## src/rtl/id_ex_stage_pkg.sv

```systemverilog
// Shared MIPS definitions for the ID/EX slice: ALU operation codes,
// main-decoder class codes, R-type funct values and control bundle.
package mips_pkg;

    localparam int DATA_W_DEF = 32;

    typedef enum logic [3:0] {
        ALU_AND = 4'b0000,
        ALU_OR  = 4'b0001,
        ALU_ADD = 4'b0010,
        ALU_SUB = 4'b0110,
        ALU_SLT = 4'b0111,
        ALU_NOR = 4'b1100,
        ALU_BAD = 4'b1111
    } alu_oper_e;

    typedef enum logic [1:0] {
        CLS_ADD   = 2'b00,
        CLS_SUB   = 2'b01,
        CLS_RTYPE = 2'b10,
        CLS_ORI   = 2'b11
    } alu_cls_e;

    localparam logic [5:0] F_ADD = 6'b100000;
    localparam logic [5:0] F_SUB = 6'b100010;
    localparam logic [5:0] F_AND = 6'b100100;
    localparam logic [5:0] F_OR  = 6'b100101;
    localparam logic [5:0] F_SLT = 6'b101010;
    localparam logic [5:0] F_NOR = 6'b100111;

    typedef struct packed {
        logic valid;
        logic reg_write;
        logic mem_read;
        logic mem_write;
        logic mem_to_reg;
        logic alu_src;
        logic illegal;
    } ctrl_t;

    localparam ctrl_t CTRL_BUBBLE = '0;

endpackage

```

## src/rtl/id_ex_stage_if.sv

```systemverilog
// Decode-to-execute bus: instruction fields in, registered/forwarded
// execute operands and control out. master = decode side, slave = stage.
interface id_ex_stage_if
    import mips_pkg::*;
#(
    parameter int DATA_W = DATA_W_DEF
);
    logic              valid_in;
    logic [DATA_W-1:0] rs_data;
    logic [DATA_W-1:0] rt_data;
    logic [4:0]        rs_addr;
    logic [4:0]        rt_addr;
    logic [4:0]        dest_reg;
    logic [15:0]       imm;
    logic [1:0]        alu_op;
    logic [5:0]        funct;
    logic              alu_src;
    logic              reg_write;
    logic              mem_read;
    logic              mem_write;
    logic              mem_to_reg;

    logic [DATA_W-1:0] operand_A;
    logic [DATA_W-1:0] operand_B;
    logic [3:0]        operation;
    logic [DATA_W-1:0] store_data;
    logic              valid_out;
    logic              reg_write_out;
    logic              mem_read_out;
    logic              mem_write_out;
    logic              mem_to_reg_out;
    logic [4:0]        dest_reg_out;
    logic              illegal_op;

    modport master (
        output valid_in, rs_data, rt_data, rs_addr, rt_addr, dest_reg,
        output imm, alu_op, funct, alu_src, reg_write, mem_read,
        output mem_write, mem_to_reg,
        input  operand_A, operand_B, operation, store_data, valid_out,
        input  reg_write_out, mem_read_out, mem_write_out,
        input  mem_to_reg_out, dest_reg_out, illegal_op
    );

    modport slave (
        input  valid_in, rs_data, rt_data, rs_addr, rt_addr, dest_reg,
        input  imm, alu_op, funct, alu_src, reg_write, mem_read,
        input  mem_write, mem_to_reg,
        output operand_A, operand_B, operation, store_data, valid_out,
        output reg_write_out, mem_read_out, mem_write_out,
        output mem_to_reg_out, dest_reg_out, illegal_op
    );

endinterface

```

## src/rtl/id_ex_stage_alu_ctrl.sv

```systemverilog
// ALU control decoder: alu_op class + funct -> 4-bit operation.
// Ports: alu_op, funct in; operation, illegal out (combinational).
module alu_ctrl
    import mips_pkg::*;
(
    input  logic [1:0] alu_op,
    input  logic [5:0] funct,
    output logic [3:0] operation,
    output logic       illegal
);

    always_comb begin
        operation = ALU_ADD;
        illegal   = 1'b0;
        unique case (alu_op)
            CLS_ADD: operation = ALU_ADD;
            CLS_SUB: operation = ALU_SUB;
            CLS_ORI: operation = ALU_OR;
            default: begin
                unique case (funct)
                    F_ADD:   operation = ALU_ADD;
                    F_SUB:   operation = ALU_SUB;
                    F_AND:   operation = ALU_AND;
                    F_OR:    operation = ALU_OR;
                    F_SLT:   operation = ALU_SLT;
                    F_NOR:   operation = ALU_NOR;
                    default: begin
                        operation = ALU_BAD;
                        illegal   = 1'b1;
                    end
                endcase
            end
        endcase
    end

endmodule

```

## src/rtl/id_ex_stage.sv

```systemverilog
// ID/EX pipeline register with ALU decode, immediate extension and
// EX/MEM, MEM/WB operand forwarding. Ports: clk, rst_n (sync, low),
// stall, flush, forwarding sources, and the decode/execute bus.
module id_ex_stage
    import mips_pkg::*;
#(
    parameter int DATA_W = DATA_W_DEF
)(
    input  logic              clk,
    input  logic              rst_n,
    input  logic              stall,
    input  logic              flush,
    input  logic              exmem_reg_write,
    input  logic [4:0]        exmem_rd,
    input  logic [DATA_W-1:0] exmem_result,
    input  logic              memwb_reg_write,
    input  logic [4:0]        memwb_rd,
    input  logic [DATA_W-1:0] memwb_result,
    id_ex_stage_if.slave      bus
);

    ctrl_t             ctrl_d, ctrl_q;
    logic [3:0]        op_d, op_q;
    logic [4:0]        rs_addr_d, rs_addr_q;
    logic [4:0]        rt_addr_d, rt_addr_q;
    logic [4:0]        dest_d, dest_q;
    logic [DATA_W-1:0] rs_data_d, rs_data_q;
    logic [DATA_W-1:0] rt_data_d, rt_data_q;
    logic [DATA_W-1:0] imm_d, imm_q;

    logic [3:0]        dec_op;
    logic              dec_illegal;
    logic [DATA_W-1:0] imm_ext;
    logic [DATA_W-1:0] rs_fwd, rt_fwd;

    alu_ctrl u_alu_ctrl (
        .alu_op    (bus.alu_op),
        .funct     (bus.funct),
        .operation (dec_op),
        .illegal   (dec_illegal)
    );

    // ori zero-extends; add/sub immediates are signed.
    always_comb begin
        if (bus.alu_op == CLS_ORI)
            imm_ext = {{(DATA_W-16){1'b0}}, bus.imm};
        else
            imm_ext = {{(DATA_W-16){bus.imm[15]}}, bus.imm};
    end

    always_comb begin
        ctrl_d    = ctrl_q;
        op_d      = op_q;
        rs_addr_d = rs_addr_q;
        rt_addr_d = rt_addr_q;
        dest_d    = dest_q;
        rs_data_d = rs_data_q;
        rt_data_d = rt_data_q;
        imm_d     = imm_q;
        if (flush || (!stall && !bus.valid_in)) begin
            ctrl_d    = CTRL_BUBBLE;
            op_d      = ALU_ADD;
            rs_addr_d = '0;
            rt_addr_d = '0;
            dest_d    = '0;
            rs_data_d = '0;
            rt_data_d = '0;
            imm_d     = '0;
        end else if (!stall) begin
            ctrl_d.valid      = 1'b1;
            // An unsupported funct must never retire a register write.
            ctrl_d.reg_write  = bus.reg_write && !dec_illegal;
            ctrl_d.mem_read   = bus.mem_read;
            ctrl_d.mem_write  = bus.mem_write;
            ctrl_d.mem_to_reg = bus.mem_to_reg;
            ctrl_d.alu_src    = bus.alu_src;
            ctrl_d.illegal    = dec_illegal;
            op_d      = dec_op;
            rs_addr_d = bus.rs_addr;
            rt_addr_d = bus.rt_addr;
            dest_d    = bus.dest_reg;
            rs_data_d = bus.rs_data;
            rt_data_d = bus.rt_data;
            imm_d     = imm_ext;
        end
    end

    always_ff @(posedge clk) begin
        if (!rst_n) begin
            ctrl_q    <= CTRL_BUBBLE;
            op_q      <= ALU_ADD;
            rs_addr_q <= '0;
            rt_addr_q <= '0;
            dest_q    <= '0;
            rs_data_q <= '0;
            rt_data_q <= '0;
            imm_q     <= '0;
        end else begin
            ctrl_q    <= ctrl_d;
            op_q      <= op_d;
            rs_addr_q <= rs_addr_d;
            rt_addr_q <= rt_addr_d;
            dest_q    <= dest_d;
            rs_data_q <= rs_data_d;
            rt_data_q <= rt_data_d;
            imm_q     <= imm_d;
        end
    end

    // Later assignment wins: EX/MEM overrides MEM/WB. r0 never forwards.
    always_comb begin
        rs_fwd = rs_data_q;
        rt_fwd = rt_data_q;
        if (memwb_reg_write && memwb_rd != 5'd0) begin
            if (memwb_rd == rs_addr_q) rs_fwd = memwb_result;
            if (memwb_rd == rt_addr_q) rt_fwd = memwb_result;
        end
        if (exmem_reg_write && exmem_rd != 5'd0) begin
            if (exmem_rd == rs_addr_q) rs_fwd = exmem_result;
            if (exmem_rd == rt_addr_q) rt_fwd = exmem_result;
        end
    end

    assign bus.operand_A      = rs_fwd;
    assign bus.store_data     = rt_fwd;
    assign bus.operand_B      = ctrl_q.alu_src ? imm_q : rt_fwd;
    assign bus.operation      = op_q;
    assign bus.valid_out      = ctrl_q.valid;
    assign bus.reg_write_out  = ctrl_q.reg_write;
    assign bus.mem_read_out   = ctrl_q.mem_read;
    assign bus.mem_write_out  = ctrl_q.mem_write;
    assign bus.mem_to_reg_out = ctrl_q.mem_to_reg;
    assign bus.dest_reg_out   = dest_q;
    assign bus.illegal_op     = ctrl_q.illegal;

endmodule

```

## src/flat_wrapper.sv

```systemverilog
// flat-port wrapper written by rule: the top's interface ports become plain ports
module id_ex_stage_flat import mips_pkg::*;
#(
    parameter int DATA_W = DATA_W_DEF
)
  (clk, rst_n, stall, flush, exmem_reg_write, exmem_rd, exmem_result, memwb_reg_write, memwb_rd, memwb_result, bus_valid_in, bus_rs_data, bus_rt_data, bus_rs_addr, bus_rt_addr, bus_dest_reg, bus_imm, bus_alu_op, bus_funct, bus_alu_src, bus_reg_write, bus_mem_read, bus_mem_write, bus_mem_to_reg, bus_operand_A, bus_operand_B, bus_operation, bus_store_data, bus_valid_out, bus_reg_write_out, bus_mem_read_out, bus_mem_write_out, bus_mem_to_reg_out, bus_dest_reg_out, bus_illegal_op);
  id_ex_stage_if #(.DATA_W(DATA_W)) bus_i ();
  input  logic clk;
  input  logic rst_n;
  input  logic stall;
  input  logic flush;
  input  logic exmem_reg_write;
  input  logic [4:0] exmem_rd;
  input  logic [DATA_W-1:0] exmem_result;
  input  logic memwb_reg_write;
  input  logic [4:0] memwb_rd;
  input  logic [DATA_W-1:0] memwb_result;
  input wire logic [$bits(bus_i.valid_in)-1:0] bus_valid_in;
  input wire logic [$bits(bus_i.rs_data)-1:0] bus_rs_data;
  input wire logic [$bits(bus_i.rt_data)-1:0] bus_rt_data;
  input wire logic [$bits(bus_i.rs_addr)-1:0] bus_rs_addr;
  input wire logic [$bits(bus_i.rt_addr)-1:0] bus_rt_addr;
  input wire logic [$bits(bus_i.dest_reg)-1:0] bus_dest_reg;
  input wire logic [$bits(bus_i.imm)-1:0] bus_imm;
  input wire logic [$bits(bus_i.alu_op)-1:0] bus_alu_op;
  input wire logic [$bits(bus_i.funct)-1:0] bus_funct;
  input wire logic [$bits(bus_i.alu_src)-1:0] bus_alu_src;
  input wire logic [$bits(bus_i.reg_write)-1:0] bus_reg_write;
  input wire logic [$bits(bus_i.mem_read)-1:0] bus_mem_read;
  input wire logic [$bits(bus_i.mem_write)-1:0] bus_mem_write;
  input wire logic [$bits(bus_i.mem_to_reg)-1:0] bus_mem_to_reg;
  output wire logic [$bits(bus_i.operand_A)-1:0] bus_operand_A;
  output wire logic [$bits(bus_i.operand_B)-1:0] bus_operand_B;
  output wire logic [$bits(bus_i.operation)-1:0] bus_operation;
  output wire logic [$bits(bus_i.store_data)-1:0] bus_store_data;
  output wire logic [$bits(bus_i.valid_out)-1:0] bus_valid_out;
  output wire logic [$bits(bus_i.reg_write_out)-1:0] bus_reg_write_out;
  output wire logic [$bits(bus_i.mem_read_out)-1:0] bus_mem_read_out;
  output wire logic [$bits(bus_i.mem_write_out)-1:0] bus_mem_write_out;
  output wire logic [$bits(bus_i.mem_to_reg_out)-1:0] bus_mem_to_reg_out;
  output wire logic [$bits(bus_i.dest_reg_out)-1:0] bus_dest_reg_out;
  output wire logic [$bits(bus_i.illegal_op)-1:0] bus_illegal_op;
  assign bus_i.valid_in = bus_valid_in;
  assign bus_i.rs_data = bus_rs_data;
  assign bus_i.rt_data = bus_rt_data;
  assign bus_i.rs_addr = bus_rs_addr;
  assign bus_i.rt_addr = bus_rt_addr;
  assign bus_i.dest_reg = bus_dest_reg;
  assign bus_i.imm = bus_imm;
  assign bus_i.alu_op = bus_alu_op;
  assign bus_i.funct = bus_funct;
  assign bus_i.alu_src = bus_alu_src;
  assign bus_i.reg_write = bus_reg_write;
  assign bus_i.mem_read = bus_mem_read;
  assign bus_i.mem_write = bus_mem_write;
  assign bus_i.mem_to_reg = bus_mem_to_reg;
  assign bus_operand_A = bus_i.operand_A;
  assign bus_operand_B = bus_i.operand_B;
  assign bus_operation = bus_i.operation;
  assign bus_store_data = bus_i.store_data;
  assign bus_valid_out = bus_i.valid_out;
  assign bus_reg_write_out = bus_i.reg_write_out;
  assign bus_mem_read_out = bus_i.mem_read_out;
  assign bus_mem_write_out = bus_i.mem_write_out;
  assign bus_mem_to_reg_out = bus_i.mem_to_reg_out;
  assign bus_dest_reg_out = bus_i.dest_reg_out;
  assign bus_illegal_op = bus_i.illegal_op;
  id_ex_stage #(.DATA_W(DATA_W)) u_core (.clk(clk), .rst_n(rst_n), .stall(stall), .flush(flush), .exmem_reg_write(exmem_reg_write), .exmem_rd(exmem_rd), .exmem_result(exmem_result), .memwb_reg_write(memwb_reg_write), .memwb_rd(memwb_rd), .memwb_result(memwb_result), .bus(bus_i));
endmodule
```

## config.mk

```make
export PLATFORM = sky130hd
export DESIGN_NAME = id_ex_stage_flat
export DESIGN_NICKNAME = d
export VERILOG_FILES = /design/src/rtl/id_ex_stage_pkg.sv /design/src/rtl/id_ex_stage_if.sv /design/src/rtl/id_ex_stage_alu_ctrl.sv /design/src/rtl/id_ex_stage.sv /design/src/flat_wrapper.sv
export SDC_FILE = /design/constraint.sdc
export NUM_CORES = 1
export LEC_CHECK = 0
export ABC_CLOCK_PERIOD_IN_PS = 8900
export CAP_MARGIN = 20
export CORE_UTILIZATION = 44
export CTS_CLUSTER_DIAMETER = 30
export DETAILED_ROUTE_END_ITERATION = 7
export PLACE_DENSITY = 0.87
export RECOVER_POWER = 50
export SETUP_SLACK_MARGIN = 0.4
export SLEW_MARGIN = 20
export SYNTH_ARGS = -nofsm -noshare
export SYNTH_HDL_FRONTEND = slang
export SYNTH_SLANG_ARGS = --single-unit
```

## constraint.sdc

```tcl
create_clock -name clk -period 8.9 [get_ports clk]
set_clock_uncertainty 0.2 [all_clocks]
set_input_delay 2.67 -clock clk [delete_from_list [all_inputs] [get_ports clk]]
set_output_delay 2.67 -clock clk [all_outputs]
set_load 0.01 [all_outputs]
```

==> out/qor.yml <==
synth_cell_type_count: 36
cp-end-kind: "output pin"
post_synth_and_or_nand_nor_area_fraction_pct: 17.9
areal_power_density_over_the_cells_mw_per_mm2: 126
synthesis.area_sq_mm: 0.00599
timing_worst_slew_pin_value_ps: 3760
area_share_of_the_largest_cell_type_after_synthesis_pct: 35.8
dp_hpwl_um: 14700
number_of_antenna_violations_at_the_first_check_in_global_routing: 1
cts_resized: 1
rows: 42
postSynth.topFlopCell: "sky130_fd_sc_hd__dfxtp_1"
tritoncts: "yes"
detailed_route_vias_per_instance: 5.47
die_w_um: 119
criticalPathCategory: "in -> out"
grtUsageTotal_pct: 27.9
synthesis.nets: 906
finalWeightedCongestion: 0.905
cp_data_arrival_time_ps: 5550
power_frac_clock_pct: 35.4
ff2ff_setup_slack_ps: 7200
critical_path.max_fanout: 19
dpl_worst_slack_ps: 329
initial_utilization_pct: 45.2
via_count_of_the_first_global_routing_pass: 6033
min_period_ps: 8420
port-buffer-count: 299
synthCells: 717
htree_levels: 3
yosys.area_share.adder_pct: 0
yosys_register_bits: 107
post-layout-total-power_uw: 1180
synth.yosys.seq_area_share_pct: 35.8
synth.yosys.warnings: 0
cp.required_ps: 6030
drc: 0
grt_first_pass_wirelength_um: 31100
final_critical_path_setup_slack_ps: 482
path_clk_slew_ps: 70
synth-compound-area-share_pct: 12.8
post-cts-setup-buffers: 0
min-delay-path-class: "reg -> reg"
path_buf_inv: 3
leading_cell_types_by_count_after_synthesis: "sky130_fd_sc_hd__nor2_1, sky130_fd_sc_hd__mux2i_1, sky130_fd_sc_hd__dfxtp_1"
ioPinCount: 300
ctsLongestPathBuffers: 2
power.share.combinational_pct: 22.0
rsz_0062_raised_after_global_routing: "false"
share_of_the_synthesized_netlist_area_taken_by_xor_and_xnor_gates_pct: 2.93
cts_sinks: 107
whs_ps: 252
post-route-util_pct: 70.5
worstPathCellList: "clkdlybuf4s50_1 -> or4_1 -> o21a_1 -> and4_2 -> buf_12 -> mux2i_1 -> o21ai_0 -> clkdlybuf4s50_1"
largest_net_degree_at_the_start_of_global_routing: 102
cpLargestDelayFamily: "buffers and inverters"
relSlewSlack_pct: -151
drt.antenna.violating_nets: 0
max_stage_delay_cell_worst_path: "sky130_fd_sc_hd__clkdlybuf4s50_1"
areaGrowthSynthToFinish_pct: 55.8
switchingPower_uw: 288
synthArstFlopShare_pct: 0
core_sq_mm: 0.0132
total_die_area_sq_mm: 0.0141
holdBufCountCts: 0
cpMostUsedCell: "sky130_fd_sc_hd__clkdlybuf4s50_1"
synth-edff-count: 0
peakVddDrop_mv: 0.0956
pwr-share-seq_pct: 42.5
drt_pre_antenna_iters: 5
fmaxAchievable_ghz: 0.119
static_leak_uw: 0.00366
muxShareOfSynthArea_pct: 24.6
p_int_uw: 892
violations: "max-capacitance violations, max-slew violations"
finalMaxSlewViolations: 217
cap_viol_max_count: 3
setup.worst_path.start_class: "primary input"
detail_route.wirelength_um: 20100
final.setup.tns_ps: 0
post-synth-top-area-cell: "sky130_fd_sc_hd__dfxtp_1"
synth_top_family_by_area: "multiplexers"
fin_nets: 1169
report.final.setup_viol: 0
critical-path-max-stage-delay_ps: 590
clkLatencyLatePin_ps: 340
grt_overflow: 0
report.final.hold_viol_count: 0
die-height_um: 119
switching_share_pct: 24.4
syn_area_per_cell_sq_um: 8.35
routed-via-count: 6356
cts-root-buf: "sky130_fd_sc_hd__clkbuf_16"
layout_worst_path_cycle_share_pct: 94.6
numCtsBuffers: 9
yosysMostFrequentCell: "sky130_fd_sc_hd__nor2_1"
post_route_cells_drive_above_1_share_pct: 3.55
ys_top_cells_by_area: "sky130_fd_sc_hd__dfxtp_1, sky130_fd_sc_hd__mux2i_1, sky130_fd_sc_hd__nor2_1, sky130_fd_sc_hd__a221oi_1, sky130_fd_sc_hd__nand2_1"
outcome: "finished with violations"
routedWlPerCell_um: 17.3
detail_route.iter0.violations: 474
==> logic make-up after synthesis <==
| kind of cell | after synthesis |
|---|---|
| AO/OA/AOI/OAI | 116 |
| XOR/XNOR | 20 |
| buffers and inverters | 77 |
| flip-flops | 107 |
| multiplexers | 147 |
| AND/OR/NAND/NOR | 250 |
==> worst paths after layout <==
check | startpoint | to | cells past startpoint
max | memwb_rd[4] | bus_operand_A[20] | 8
min | u_core.bus.valid_out$_SDFFE_PP0N_ | u_core.bus.valid_out$_SDFFE_PP0N_ | 2
max reg2reg | u_core.ctrl_q[1]$_SDFFE_PP0N_ | u_core.ctrl_q[1]$_SDFFE_PP0N_ | 2
min reg2reg | u_core.bus.valid_out$_SDFFE_PP0N_ | u_core.bus.valid_out$_SDFFE_PP0N_ | 2
==> area by class of cell <==
class                   count  area, sq um
well taps                 176          220
diodes                      1         2.50
clock buffers              13          270
flip-flops and latches    107         2140
fillers                  1104         3910
clock inverters             3         45.0
repair buffers            309         3080
inverters                  20         75.1
multi-input cells         533         3490
==> placed cells by master, fill, tap and decap left out, drive strengths merged <==
cell	n
o41ai	1
nand2	40
clkbuf	16
nor3b	1
nor2	156
o211ai	2
o31ai	16
o21bai	1
nor3	20
a21oi	24
dfxtp	107
mux2i	147
buf	8
a211oi	1
o21ai	34
and3	19
a31oi	2
or3b	1
or4	2
clkdlybuf4s50	283
dlygate4sd3	15
inv	20
o21a	3
clkinvlp	2
and3b	1
xnor2	4
nand2b	3
bufinv	1
nor2b	2
xor2	16
diode	1
nand3	3
a221oi	32
and4	2
==> sequential cells by signal, summed over array words and instances (netlist names) <==
name                       flops
u_core.bus.reg_write_out       1
u_core.imm_q                  17
u_core.bus.mem_to_reg_out      1
u_core.bus.mem_read_out        1
u_core.bus.valid_out           1
u_core.bus.dest_reg_out        5
u_core.bus.operation           4
u_core.rs_addr_q               5
u_core.rs_data_q              32
u_core.bus.mem_write_out       1
u_core.rt_data_q              32
u_core.ctrl_q                  1
u_core.bus.illegal_op          1
u_core.rt_addr_q               5
==> stage by stage <==
stage | instance area, sq um | cells
floorplan | 5990 | 717
global placement | 9020 | 1145
detailed placement | 9020 | 1145
CTS | 9330 | 1161
global route | 9330 | 1162
finish | 9330 | 1162
==> per-layer routing <==
| metal | part of all wire [%] | global-route usage [%] | vias to the layer above | wire [um] |
|---|---|---|---|---|
| li1 | - | - | 3032 | - |
| met1 | 41 | 33.0 | 2945 | 8170 |
| met2 | 47 | 46.6 | 323 | 9470 |
| met3 | 8.5 | 7.82 | 56 | 1700 |
| met4 | 3.7 | 13.0 | 0 | 735 |
| met5 | 0 | 0 | - | 0 |
==> worst reg2reg max path, stage by stage, from the launching register on <==
cell and delay [ps]:
sky130_fd_sc_hd__dfxtp_2 1050, sky130_fd_sc_hd__mux2i_1 170, sky130_fd_sc_hd__nor2_1 180
==> power groups by stage <==
stage | sequential [uW] | combinational, uW | clock, uW
finish | 502 | 260 | 418
global placement | 512 | 251 | 0
floorplan | 509 | 103 | 0
CTS | 502 | 256 | 428
global route | 503 | 278 | 450
detailed placement | 513 | 254 | 0
Note: power is estimated with default switching activity, not from simulation.
